[src/rtl/spkr_envelope_pkg.sv]
// Shared types for the ADSR envelope stage: phase encoding and rate width.
package spkr_envelope_pkg;

  localparam int RATE_BITS = 4;

  typedef enum logic [2:0] {
    ST_IDLE    = 3'd0,
    ST_ATTACK  = 3'd1,
    ST_DECAY   = 3'd2,
    ST_SUSTAIN = 3'd3,
    ST_RELEASE = 3'd4
  } env_state_t;

endpackage

[src/rtl/spkr_envelope_step.sv]
// Envelope step timer: a unit prescaler followed by a step counter that fires
// once every (rate+1) units. Both counters restart whenever the phase changes.
module env_step_timer
  import spkr_envelope_pkg::*;
#(
  parameter int STEP_UNIT = 256,
  parameter int UNIT_BITS = 8
) (
  input  logic                 clk,
  input  logic                 reset,
  input  logic                 i_clear,
  input  logic [RATE_BITS-1:0] i_rate,
  output logic                 o_step
);

  localparam logic [UNIT_BITS-1:0] UNIT_LAST = UNIT_BITS'(STEP_UNIT - 1);

  logic [UNIT_BITS-1:0] r_unit_cnt;
  logic [RATE_BITS-1:0] r_step_cnt;
  logic                 w_unit_tick;

  assign w_unit_tick = (r_unit_cnt == UNIT_LAST);
  // Rate is read live; >= lets a lowered rate fire on the very next unit tick.
  assign o_step      = w_unit_tick && (r_step_cnt >= i_rate);

  always_ff @(posedge clk or negedge reset) begin
    if (!reset) begin
      r_unit_cnt <= '0;
      r_step_cnt <= '0;
    end else if (i_clear) begin
      r_unit_cnt <= '0;
      r_step_cnt <= '0;
    end else begin
      r_unit_cnt <= w_unit_tick ? '0 : r_unit_cnt + 1'b1;
      if (o_step)
        r_step_cnt <= '0;
      else if (w_unit_tick)
        r_step_cnt <= r_step_cnt + 1'b1;
    end
  end

endmodule

[src/rtl/spkr_envelope.sv]
// ADSR envelope for the SN76477 speaker tone: gate synchroniser, phase FSM,
// envelope level register and PWM gating of the tone into the AMP2 input.
module spkr_envelope
  import spkr_envelope_pkg::*;
#(
  parameter int ENV_BITS  = 8,
  parameter int STEP_UNIT = 256,
  parameter int UNIT_BITS = 8
) (
  input  logic                 clk,
  input  logic                 reset,
  input  logic                 tone_in,
  input  logic                 gate,
  input  logic [RATE_BITS-1:0] attack_rate,
  input  logic [RATE_BITS-1:0] decay_rate,
  input  logic [ENV_BITS-1:0]  sustain_level,
  input  logic [RATE_BITS-1:0] release_rate,
  output logic                 spkr_out,
  output logic [ENV_BITS-1:0]  env_level,
  output logic                 busy
);

  localparam logic [ENV_BITS-1:0] ENV_MAX = '1;

  logic                 r_gate_s1;
  logic                 r_gate_s2;
  logic                 r_gate_prev;
  logic [1:0]           r_sync_fill;
  logic                 r_gate_armed;
  logic                 w_gate_rise;
  logic                 w_gate_fall;

  env_state_t           r_state;
  env_state_t           w_state_next;
  logic [ENV_BITS-1:0]  r_env;
  logic [ENV_BITS-1:0]  w_env_next;
  logic [RATE_BITS-1:0] w_rate;
  logic                 w_step;
  logic                 w_clear;

  logic [ENV_BITS-1:0]  r_pwm_cnt;
  logic                 r_spkr;
  logic                 r_busy;

  // A gate already high when reset lifts must not count as a rise: rises are
  // only accepted once the synchroniser has shown a genuine low level.
  always_ff @(posedge clk or negedge reset) begin
    if (!reset) begin
      r_gate_s1    <= 1'b0;
      r_gate_s2    <= 1'b0;
      r_gate_prev  <= 1'b0;
      r_sync_fill  <= 2'b00;
      r_gate_armed <= 1'b0;
    end else begin
      r_gate_s1    <= gate;
      r_gate_s2    <= r_gate_s1;
      r_gate_prev  <= r_gate_s2;
      r_sync_fill  <= {r_sync_fill[0], 1'b1};
      r_gate_armed <= r_gate_armed | (r_sync_fill[1] & ~r_gate_s2);
    end
  end

  assign w_gate_rise = r_gate_s2 & ~r_gate_prev & r_gate_armed;
  assign w_gate_fall = ~r_gate_s2 & r_gate_prev;

  always_comb begin
    w_rate = '0;
    case (r_state)
      ST_ATTACK:  w_rate = attack_rate;
      ST_DECAY:   w_rate = decay_rate;
      ST_RELEASE: w_rate = release_rate;
      default:    w_rate = '0;
    endcase
  end

  env_step_timer #(
    .STEP_UNIT (STEP_UNIT),
    .UNIT_BITS (UNIT_BITS)
  ) u_step_timer (
    .clk     (clk),
    .reset   (reset),
    .i_clear (w_clear),
    .i_rate  (w_rate),
    .o_step  (w_step)
  );

  always_comb begin
    w_state_next = r_state;
    w_env_next   = r_env;
    case (r_state)
      ST_IDLE: begin
        w_env_next = '0;
        if (w_gate_rise)
          w_state_next = ST_ATTACK;
      end
      ST_ATTACK: begin
        if (w_gate_fall)
          w_state_next = ST_RELEASE;
        else if (r_env == ENV_MAX)
          w_state_next = ST_DECAY;
        else if (w_step)
          w_env_next = r_env + 1'b1;
      end
      ST_DECAY: begin
        if (w_gate_fall)
          w_state_next = ST_RELEASE;
        else if (r_env <= sustain_level) begin
          w_env_next   = sustain_level;
          w_state_next = ST_SUSTAIN;
        end else if (w_step)
          w_env_next = r_env - 1'b1;
      end
      ST_SUSTAIN: begin
        if (w_gate_fall)
          w_state_next = ST_RELEASE;
        else
          w_env_next = sustain_level;
      end
      ST_RELEASE: begin
        if (w_gate_rise)
          w_state_next = ST_ATTACK;
        else if (r_env == '0)
          w_state_next = ST_IDLE;
        else if (w_step)
          w_env_next = r_env - 1'b1;
      end
      default: begin
        w_state_next = ST_IDLE;
        w_env_next   = '0;
      end
    endcase
  end

  assign w_clear = (w_state_next != r_state);

  always_ff @(posedge clk or negedge reset) begin
    if (!reset) begin
      r_state   <= ST_IDLE;
      r_env     <= '0;
      r_busy    <= 1'b0;
      r_pwm_cnt <= '0;
      r_spkr    <= 1'b0;
    end else begin
      r_state   <= w_state_next;
      r_env     <= w_env_next;
      r_busy    <= (w_state_next != ST_IDLE);
      r_pwm_cnt <= r_pwm_cnt + 1'b1;
      r_spkr    <= tone_in & (r_env > r_pwm_cnt);
    end
  end

  assign spkr_out  = r_spkr;
  assign env_level = r_env;
  assign busy      = r_busy;

endmodule

[config.mk]
export PLATFORM = sky130hd
export DESIGN_NAME = spkr_envelope
export DESIGN_NICKNAME = d
export VERILOG_FILES = /design/src/rtl/spkr_envelope_pkg.sv /design/src/rtl/spkr_envelope_step.sv /design/src/rtl/spkr_envelope.sv
export SDC_FILE = /design/constraint.sdc
export NUM_CORES = 1
export LEC_CHECK = 0
export CORE_MARGIN = 2
export CORE_UTILIZATION = 61
export DETAILED_ROUTE_END_ITERATION = 10
export GPL_ROUTABILITY_DRIVEN = 0
export MAX_ROUTING_LAYER = met4
export PLACE_DENSITY = 0.88
export SLEW_MARGIN = 0
export SYNTH_ARGS = -nofsm -noshare
export SYNTH_HDL_FRONTEND = slang
export SYNTH_SLANG_ARGS = --single-unit
export TNS_END_PERCENT = 30
[constraint.sdc]
create_clock -name clk -period 6.3 [get_ports clk]
set_clock_uncertainty 0.1 [all_clocks]
set_input_delay 1.26 -clock clk [delete_from_list [all_inputs] [get_ports clk]]
set_output_delay 1.26 -clock clk [all_outputs]
set_load 0.01 [all_outputs]
==> impl_metrics.tcl, run 1 <==
set metrics [dict create \
    outcome "completed" \
    leakage_nw 1.47 \
    synthArstFlopShare 1.00 \
    final_nets 399 \
    seqPwrFrac 0.466 \
    p_int_mw 0.435 \
    max-slew-margin-rel 0.327 \
    die-area_mm2 0.00514 \
    synth_nets 373 \
    min_period_over_period 0.668 \
    drv_cap 0 \
    finish.utilization 0.737 \
    cts_buffer_depth 2 \
    syn_inst 323 \
    pin_count 34 \
    setup_viol 0 \
    fmax_ghz 0.238 \
    core_area_mm2 0.00438 \
    yosys.area.top_type_share 0.349 \
    min_from "r_sync_fill[0]" \
    drc 0 \
    hold_buffers 0 \
    syn_avg_cell_area_um2 8.66 \
    ctsResizeCount 0 \
    grt_max_degree 40 \
    h-tree-depth 2 \
    ys.flop_type "dfrtp_1" \
    swShare 0.296 \
    reg2reg_from "r_state[0]" \
    antenna_left 0 \
    syn_area_mm2 0.00280 \
    die_w_um 71.7 \
    wl_um 6340 \
    ys_seq_elements 39 \
    drive_above_1_share 0.0287 \
    worstMarginPinSlew_ns 1.00 \
    first_global_vias 2253 \
    slew_viol_final 0 \
    synth_top_cell_by_area "dfrtp_1" \
    finalSetupTns_ns 0 \
    ys_seq_area_frac 0.349 \
    grt-ovfl-total 0 \
    min_path_type "register to register" \
    ys_warn_count 0 \
    timing.hold.ws_ns 0.250 \
    viasPerCell 6.34 \
    areaGrowthSynthToFinish_pct 15.4 \
    cts_tree "done" \
    period_needed_ns 4.21 \
    cts_setup_buffers 0 \
    peakVddDrop_mv 0.173 \
    p_sw_mw 0.183 \
    clkTransAtPathRegs_ns 0.06 \
    via_count 2541 \
    grt_usage 0.274 \
    powerDensity_mw_per_mm2 191 \
    rsz0062_at_grt "false" \
    synth.distinct_cells 54 \
    firstDrtPassIters 6 \
    cts_root_buf "clkbuf_8" \
    rows 24 \
    antenna_found_initial 0 \
    endpoint_kind "register" \
    start_kind "primary input" \
    start_util 0.638 \
    clk_latency_ns 0.30 \
    drtIter0Drc 338 \
    grt_pass1_wl_um 10700 \
    critPathMaxFanout 12 \
    hold_viol 0 \
    mostFrequentLayoutCells "dfrtp_1, clkdlybuf4s50_1, nand2_1, ha_1" \
    io_buffers 33 \
    cp_data_required_time_ns 6.33 \
    cp.arrival_ns 4.23 \
    wl_per_cell_um 15.8 \
    die_y_um 71.7 \
    layout_commonest_cell "dfrtp_1" \
    critPathKind "primary input to register" \
    synth-edff-count 0 \
    netlist_top_cells_area "dfrtp_1, ha_1, o21ai_0" \
    dp_hpwl_um 4610 \
    cts_buffers 5 \
    insertedDiodeCount 0 \
    clock_sinks 39 \
    pwr-share-clk 0.331 \
    p_comb_frac 0.203 \
    worstSetupStartpoint "sustain_level[5]" \
]
-- cells in the mapped netlist, types with 2 or more instances --
cell type  count
o31ai_1        2
nand4_1        8
nand2_1       26
a21o_1         5
o32ai_1        2
o21bai_1       2
dfrtp_1       39
a221o_1        2
a22oi_1        7
nor2_1        19
or3_1          6
and4_1         2
nor4_1         3
a22o_1         4
o21a_1         3
o21ai_0       22
inv_1         22
o211ai_1       3
nor3_1         9
nand2b_1       6
and3_1         4
a21oi_1       14
a2bb2oi_1      2
a31oi_1        4
ha_1          26
clkbuf_1      10
a211o_1        3
nand3b_1       3
xnor2_1        8
nand3_1       16
xor2_1         8
nor2b_1       11
-- sequential cells by signal, summed over array words and instances (netlist names) --
signal / flops
env_level: 8
r_gate_s2: 1
r_sync_fill: 2
spkr_out: 1
r_pwm_cnt: 8
r_state: 3
r_gate_prev: 1
u_step_timer.r_step_cnt: 4
busy: 1
u_step_timer.r_unit_cnt: 8
r_gate_armed: 1
r_gate_s1: 1
-- critical path: stages --
cell and delay [ns]:
clkdlybuf4s50_1 0.50, inv_1 0.05, ha_1 0.30, a211o_1 0.28
a21oi_1 0.16, a31oi_1 0.11, a21boi_0 0.54, nand2_1 0.11
o211ai_1 0.78, nor2_1 0.14
-- path summary, 6_finish.rpt --
check                                             end  slack (ns)  cells after the start
max in group asynchronous                 r_gate_prev        4.58                      1
hold / removal                         r_sync_fill[1]        0.25                      0
hold reg to reg                        r_sync_fill[1]        0.25                      0
setup reg to reg                         env_level[5]        2.29                     11
min in group asynchronous  u_step_timer.r_unit_cnt[3]        0.96                      1
setup / recovery           u_step_timer.r_unit_cnt[6]        2.09                     10
-- stage by stage --
step	total power [mW]	area [um2]	worst slack, ns	std cells
after floorplan	0.369	2800	2.80	323
after global placement	0.411	3120	1.87	394
after detailed placement	0.416	3120	1.80	394
after CTS	0.621	3230	2.06	401
after global routing	0.651	3230	1.77	401
final	0.618	3230	2.09	401
-- power by group through the flow --
stage                     sequential (mW)  clock, mW  combinational, mW
after global routing                0.292      0.217              0.142
after CTS                           0.288      0.208              0.125
after detailed placement            0.292          0              0.124
after global placement              0.292          0              0.119
final                               0.288      0.204              0.125
after floorplan                     0.280          0             0.0889
-- cell type report --
class                      instances  area, um2
multi-input combinational        248       1670
fill                             339       1150
sequential                        39        976
timing repair buffer              33        325
inverter                          22       82.6
clock buffer                       5       68.8
tap                               52       65.1
clock inverter                     2       37.5
-- cells by family after synthesis --
logic type | count (synthesis) | synth area share
other cells | 1 | 0.00134
flops | 39 | 0.349
fa+ha+maj | 26 | 0.116
buf+inv | 36 | 0.0528
simple gates | 116 | 0.214
xor+xnor | 16 | 0.0501
compound gates | 89 | 0.216
-- layer usage --
layer  GRT usage  up-vias  part of all wire
li1            -     1228                 -
met1       0.385     1176              0.46
met2       0.413      114              0.46
met3      0.0422       23             0.057
met4      0.0839        0             0.023
met5           -        -                 0
Note: power is estimated with default switching activity, not from simulation.
==> run 2: changes to the inputs <==
- CORE_UTILIZATION: 61 -> 51
- PLACE_DENSITY: 0.88 -> 0.79
- clock period: 6.3 -> 3.4 ns (I/O delays scaled with it)
==> run 2 against run 1 <==
  * Clock-buffer cell count increased by 2
  * Highest routed layer unchanged
  * Sequential share of layout area fell by 0.91 points
  * Global-route usage decreased by 3.9 points
  * Final cell count is 8.0% higher
  * Critical path type is now register to register
==> impl_metrics.tcl, run 2 (same netlist as run 1, synthesis figures left out) <==
set metrics [dict create \
    outcome "completed" \
    antenna_found_initial 0 \
    p_total_mw 1.09 \
    placed_area_mm2 0.00324 \
    peakVddDrop_mv 0.193 \
    dp_hpwl_um 4740 \
    wl_per_cell_um 14.7 \
    nFillCells 453 \
    setup_ws_ns 0.250 \
    path_cells "nor2b_1 -> a22oi_1 -> o21ai_0 -> ha_1 -> nand2b_1 -> a2111o_1 -> and3_1 -> nand3_2 -> a221o_1 -> nor2_1 -> a221o_1" \
    cp.depth 11 \
    timing.hold.ws_ns 0.250 \
    cts_buffer_depth 2 \
    wl_um 6360 \
    instances_no_fill 433 \
    ctsResizeCount 0 \
    mostFrequentLayoutCells "dfrtp_1, clkdlybuf4s50_1, nand2_1, ha_1" \
    antenna_left 0 \
    rows 26 \
    path_delay_family "compound AO/OA/AOI/OAI gates" \
    io_buffers 33 \
    drive_above_1_share 0.0661 \
    grt-ovfl-total 0 \
    drc 0 \
    cpPeakStageDelay_ns 0.43 \
    critPathMaxFanout 7 \
    multi_input_area_mm2 0.00168 \
    critPathKind "register to register" \
    pin_count 34 \
    grt_pass1_wl_um 11200 \
    critPathBufInv 0 \
    insertedDiodeCount 0 \
    drv_cap 0 \
    grt_usage 0.236 \
    dp_slack_ns -0.00253 \
    cts_buffers 5 \
    firstDrtPassIters 4 \
    cp.arrival_ns 3.22 \
    rsz0062_at_grt "false" \
    worstMarginPinSlew_ns 0.851 \
    crit_path_frequent_cell "a221o_1" \
    max-slew-margin-rel 0.433 \
    die-area_mm2 0.00609 \
    crit_slowest_cell "dfrtp_1" \
    hold_viol 0 \
    clock_sinks 39 \
    die_y_um 78.1 \
    start_util 0.537 \
    start_kind "register" \
    min_period_over_period 0.926 \
    finish.utilization 0.640 \
    slew_viol_final 0 \
    period_needed_ns 3.15 \
    finalSetupTns_ns 0 \
    clk_latency_ns 0.29 \
    hold_buffers 0 \
    cts_setup_buffers 0 \
    areaGrowthSynthToFinish_pct 19.0 \
    grt_max_degree 40 \
    clkTransAtPathRegs_ns 0.08 \
    leakage_nw 1.52 \
    h-tree-depth 2 \
    finalInstanceArea_mm2 0.00333 \
    endpoint_kind "register" \
    setup_viol 0 \
    die_w_um 78.1 \
    min_path_type "register to register" \
    fmax_ghz 0.317 \
    seq_area_um2 976 \
    final_nets 412 \
    first_global_vias 2468 \
    viasPerCell 5.76 \
    powerDensity_mw_per_mm2 328 \
    cp_data_required_time_ns 3.47 \
    dp_cells 425 \
    drtIter0Drc 184 \
    cts_tree "done" \
    via_count 2492 \
    layout_commonest_cell "dfrtp_1" \
    rr_worst_depth 11 \
    core_area_mm2 0.00520 \
    cts_root_buf "clkbuf_8" \
    hold_path_depth 0 \
]
==> run 2: cell type report <==
cell class | instances | area share
multi-input cells | 248 | 0.504
flip-flops and latches | 39 | 0.293
repair buffers | 46 | 0.127
well taps | 70 | 0.0263
inverters | 22 | 0.0248
clock buffers | 7 | 0.0229
clock inverters | 1 | 0.00150
==> run 2: worst register-to-register path, stage by stage, from the launching register on <==
cell	delay (ns)
dfrtp_1	0.43
nor2b_1	0.41
a22oi_1	0.11
o21ai_0	0.19
ha_1	0.25
nand2b_1	0.14
a2111o_1	0.42
and3_1	0.20
nand3_2	0.08
a221o_1	0.28
nor2_1	0.07
a221o_1	0.36
==> run 2: worst paths after layout <==
kind	start	to	slack [ns]
worst min-delay path	r_gate_s1	r_gate_s2	0.25
max in group asynchronous	reset	r_pwm_cnt[6]	2.27
worst max-delay path	r_state[1]	env_level[2]	0.25
worst max register to register	r_state[1]	env_level[2]	0.25
min in group asynchronous	reset	u_step_timer.r_unit_cnt[5]	0.40
worst min register to register	r_gate_s1	r_gate_s2	0.25
==> run 2: layer usage <==
layer  share of wire  track usage  vias up
li1                -            -     1257
met1            0.47        0.304     1172
met2            0.47        0.384       54
met3           0.038       0.0299        9
met4           0.014       0.0877        0
met5               0            -        -
==> run 2: report_power, final <==
part,total (mW),switching [mW],internal [mW],leakage (nW)
sequential,0.512,0.0222,0.490,0.506
combinational,0.280,0.157,0.123,0.976
clock,0.302,0.158,0.144,0.0422
==> run 3: changes to the inputs <==
- CORE_MARGIN: 2 -> default
==> run 3 against run 2 <==
  * Global-route usage shrank 0.20 points
  * Core utilization grew 0.50 points
  * Clock-buffer cell count shrank 2
  * Final area grew 0.79%
  * Flip-flop and latch count is the same
  * Critical path type is now primary input to register
  * Critical endpoint is now env_level[5]
  * Highest routed layer unchanged
==> impl_metrics.tcl, run 3 (same netlist as run 1, synthesis figures left out) <==
set metrics [dict create \
    outcome "completed" \
    core_area_mm2 0.00520 \
    dp_hpwl_um 4640 \
    wl_per_cell_um 14.5 \
    worstMarginPinSlew_ns 0.883 \
    finalInstanceArea_mm2 0.00336 \
    dr_wl_met2_um 2920 \
    drc 0 \
    leakage_nw 1.53 \
    cp.arrival_ns 3.20 \
    grt_usage 0.234 \
    viasPerCell 5.78 \
    antenna_left 0 \
    p_total_mw 1.18 \
    first_global_vias 2359 \
    h-tree-depth 2 \
    dp_cells 424 \
    areaGrowthSynthToFinish_pct 19.9 \
    mostFrequentLayoutCells "dfrtp_1, clkdlybuf4s50_1, nand2_1, ha_1" \
    drv_cap 0 \
    fmax_ghz 0.322 \
    period_needed_ns 3.10 \
    io_buffers 33 \
    die_y_um 76.1 \
    grt_max_degree 40 \
    clk_latency_ns 0.29 \
    rsz0062_at_grt "false" \
    slew_viol_final 0 \
    start_kind "primary input" \
    clkTransAtPathRegs_ns 0.08 \
    cts_root_buf "clkbuf_8" \
    critPathKind "primary input to register" \
    nFillCells 440 \
    cts_buffers 5 \
    via_count 2499 \
    setup_viol 0 \
    final_nets 411 \
    layout_commonest_cell "dfrtp_1" \
    wl_um 6270 \
    antenna_found_initial 0 \
    min_path_type "register to register" \
    die-area_mm2 0.00579 \
    instances_no_fill 432 \
    cts_buffer_depth 2 \
    wl_met1_um 2960 \
    pin_count 34 \
    placed_area_mm2 0.00324 \
    finish.utilization 0.645 \
    firstDrtPassIters 4 \
    min_period_over_period 0.913 \
    powerDensity_mw_per_mm2 351 \
    peakVddDrop_mv 0.248 \
    rows 26 \
    insertedDiodeCount 0 \
    cp_data_required_time_ns 3.49 \
    endpoint_kind "register" \
    cts_tree "done" \
    dp_slack_ns -0.0139 \
    drtIter0Drc 182 \
    met3_wirelength_um 300 \
    clock_sinks 39 \
    drive_above_1_share 0.0718 \
    max-slew-margin-rel 0.411 \
    grt-ovfl-total 0 \
    die_w_um 76.1 \
    critPathMaxFanout 7 \
    highest_layer "met4" \
    setup_ws_ns 0.296 \
    start_util 0.537 \
    hold_viol 0 \
    grt_pass1_wl_um 10700 \
]
run 3: cell count changes in the layout (fill, tap and decap cells not counted):
cell / before / now
clkbuf_1: 2 / 0
buf_4: 13 / 12
bufinv_16: 0 / 1
clkinv_4: 0 / 1
nor2b_1: 9 / 8
nor2b_2: 2 / 3
run 3: worst paths after layout:
path,start,slack (ns),end,cells after the start
worst max-delay path,decay_rate[2],0.30,env_level[5],12
max in group asynchronous,reset,2.24,r_pwm_cnt[7],1
worst min register to register,r_sync_fill[0],0.25,r_sync_fill[1],0
worst max register to register,r_state[2],0.33,env_level[2],12
min in group asynchronous,reset,0.41,u_step_timer.r_unit_cnt[6],1
worst min-delay path,r_sync_fill[0],0.25,r_sync_fill[1],0
run 3: metal layers:
layer / vias to the layer above / track usage
met5: - / -
met4: 0 / 0.0673
met3: 8 / 0.0299
met2: 66 / 0.371
met1: 1171 / 0.314
li1: 1254 / -
run 3: final cells by class:
class	instances	area, um2	area share
clock inverters	3	43.8	0.0130
multi-input cells	248	1680	0.501
flip-flops and latches	39	976	0.291
inverters	22	82.6	0.0246
well taps	70	87.6	0.0261
clock buffers	5	68.8	0.0205
repair buffers	45	415	0.124
run 3: power breakdown:
part	total, mW	switching, mW	leakage [nW]	internal [mW]
combinational	0.278	0.155	0.971	0.123
clock	0.389	0.170	0.0581	0.219
sequential	0.511	0.0219	0.506	0.489
run 3: metrics by stage:
stage	setup TNS, ns	hold slack (ns)
global placement	0	0.232
floorplan	0	0.231
detailed placement	-0.0139	0.235
finish	0	0.253
global route	0	0.267
CTS	0	0.254
run 3: timing repair:
action | CTS | global route
buffers inserted | 0 | 0
hold buffers | 0 | 0
endpoints found under the setup margin | 0 | 2
resized for setup | 0 | 3
hold endpoints to repair | 0 | 0
run 3: critical path: stages:
cell and delay (ns):
clkdlybuf4s50_1 0.40, a22oi_1 0.18, nor2_1 0.07, a21oi_1 0.13, ha_1 0.19, o21ai_0 0.09
nand2b_1 0.11, and3_1 0.21, nand3_2 0.09, a221o_1 0.39, or3_1 0.43, o311ai_1 0.23
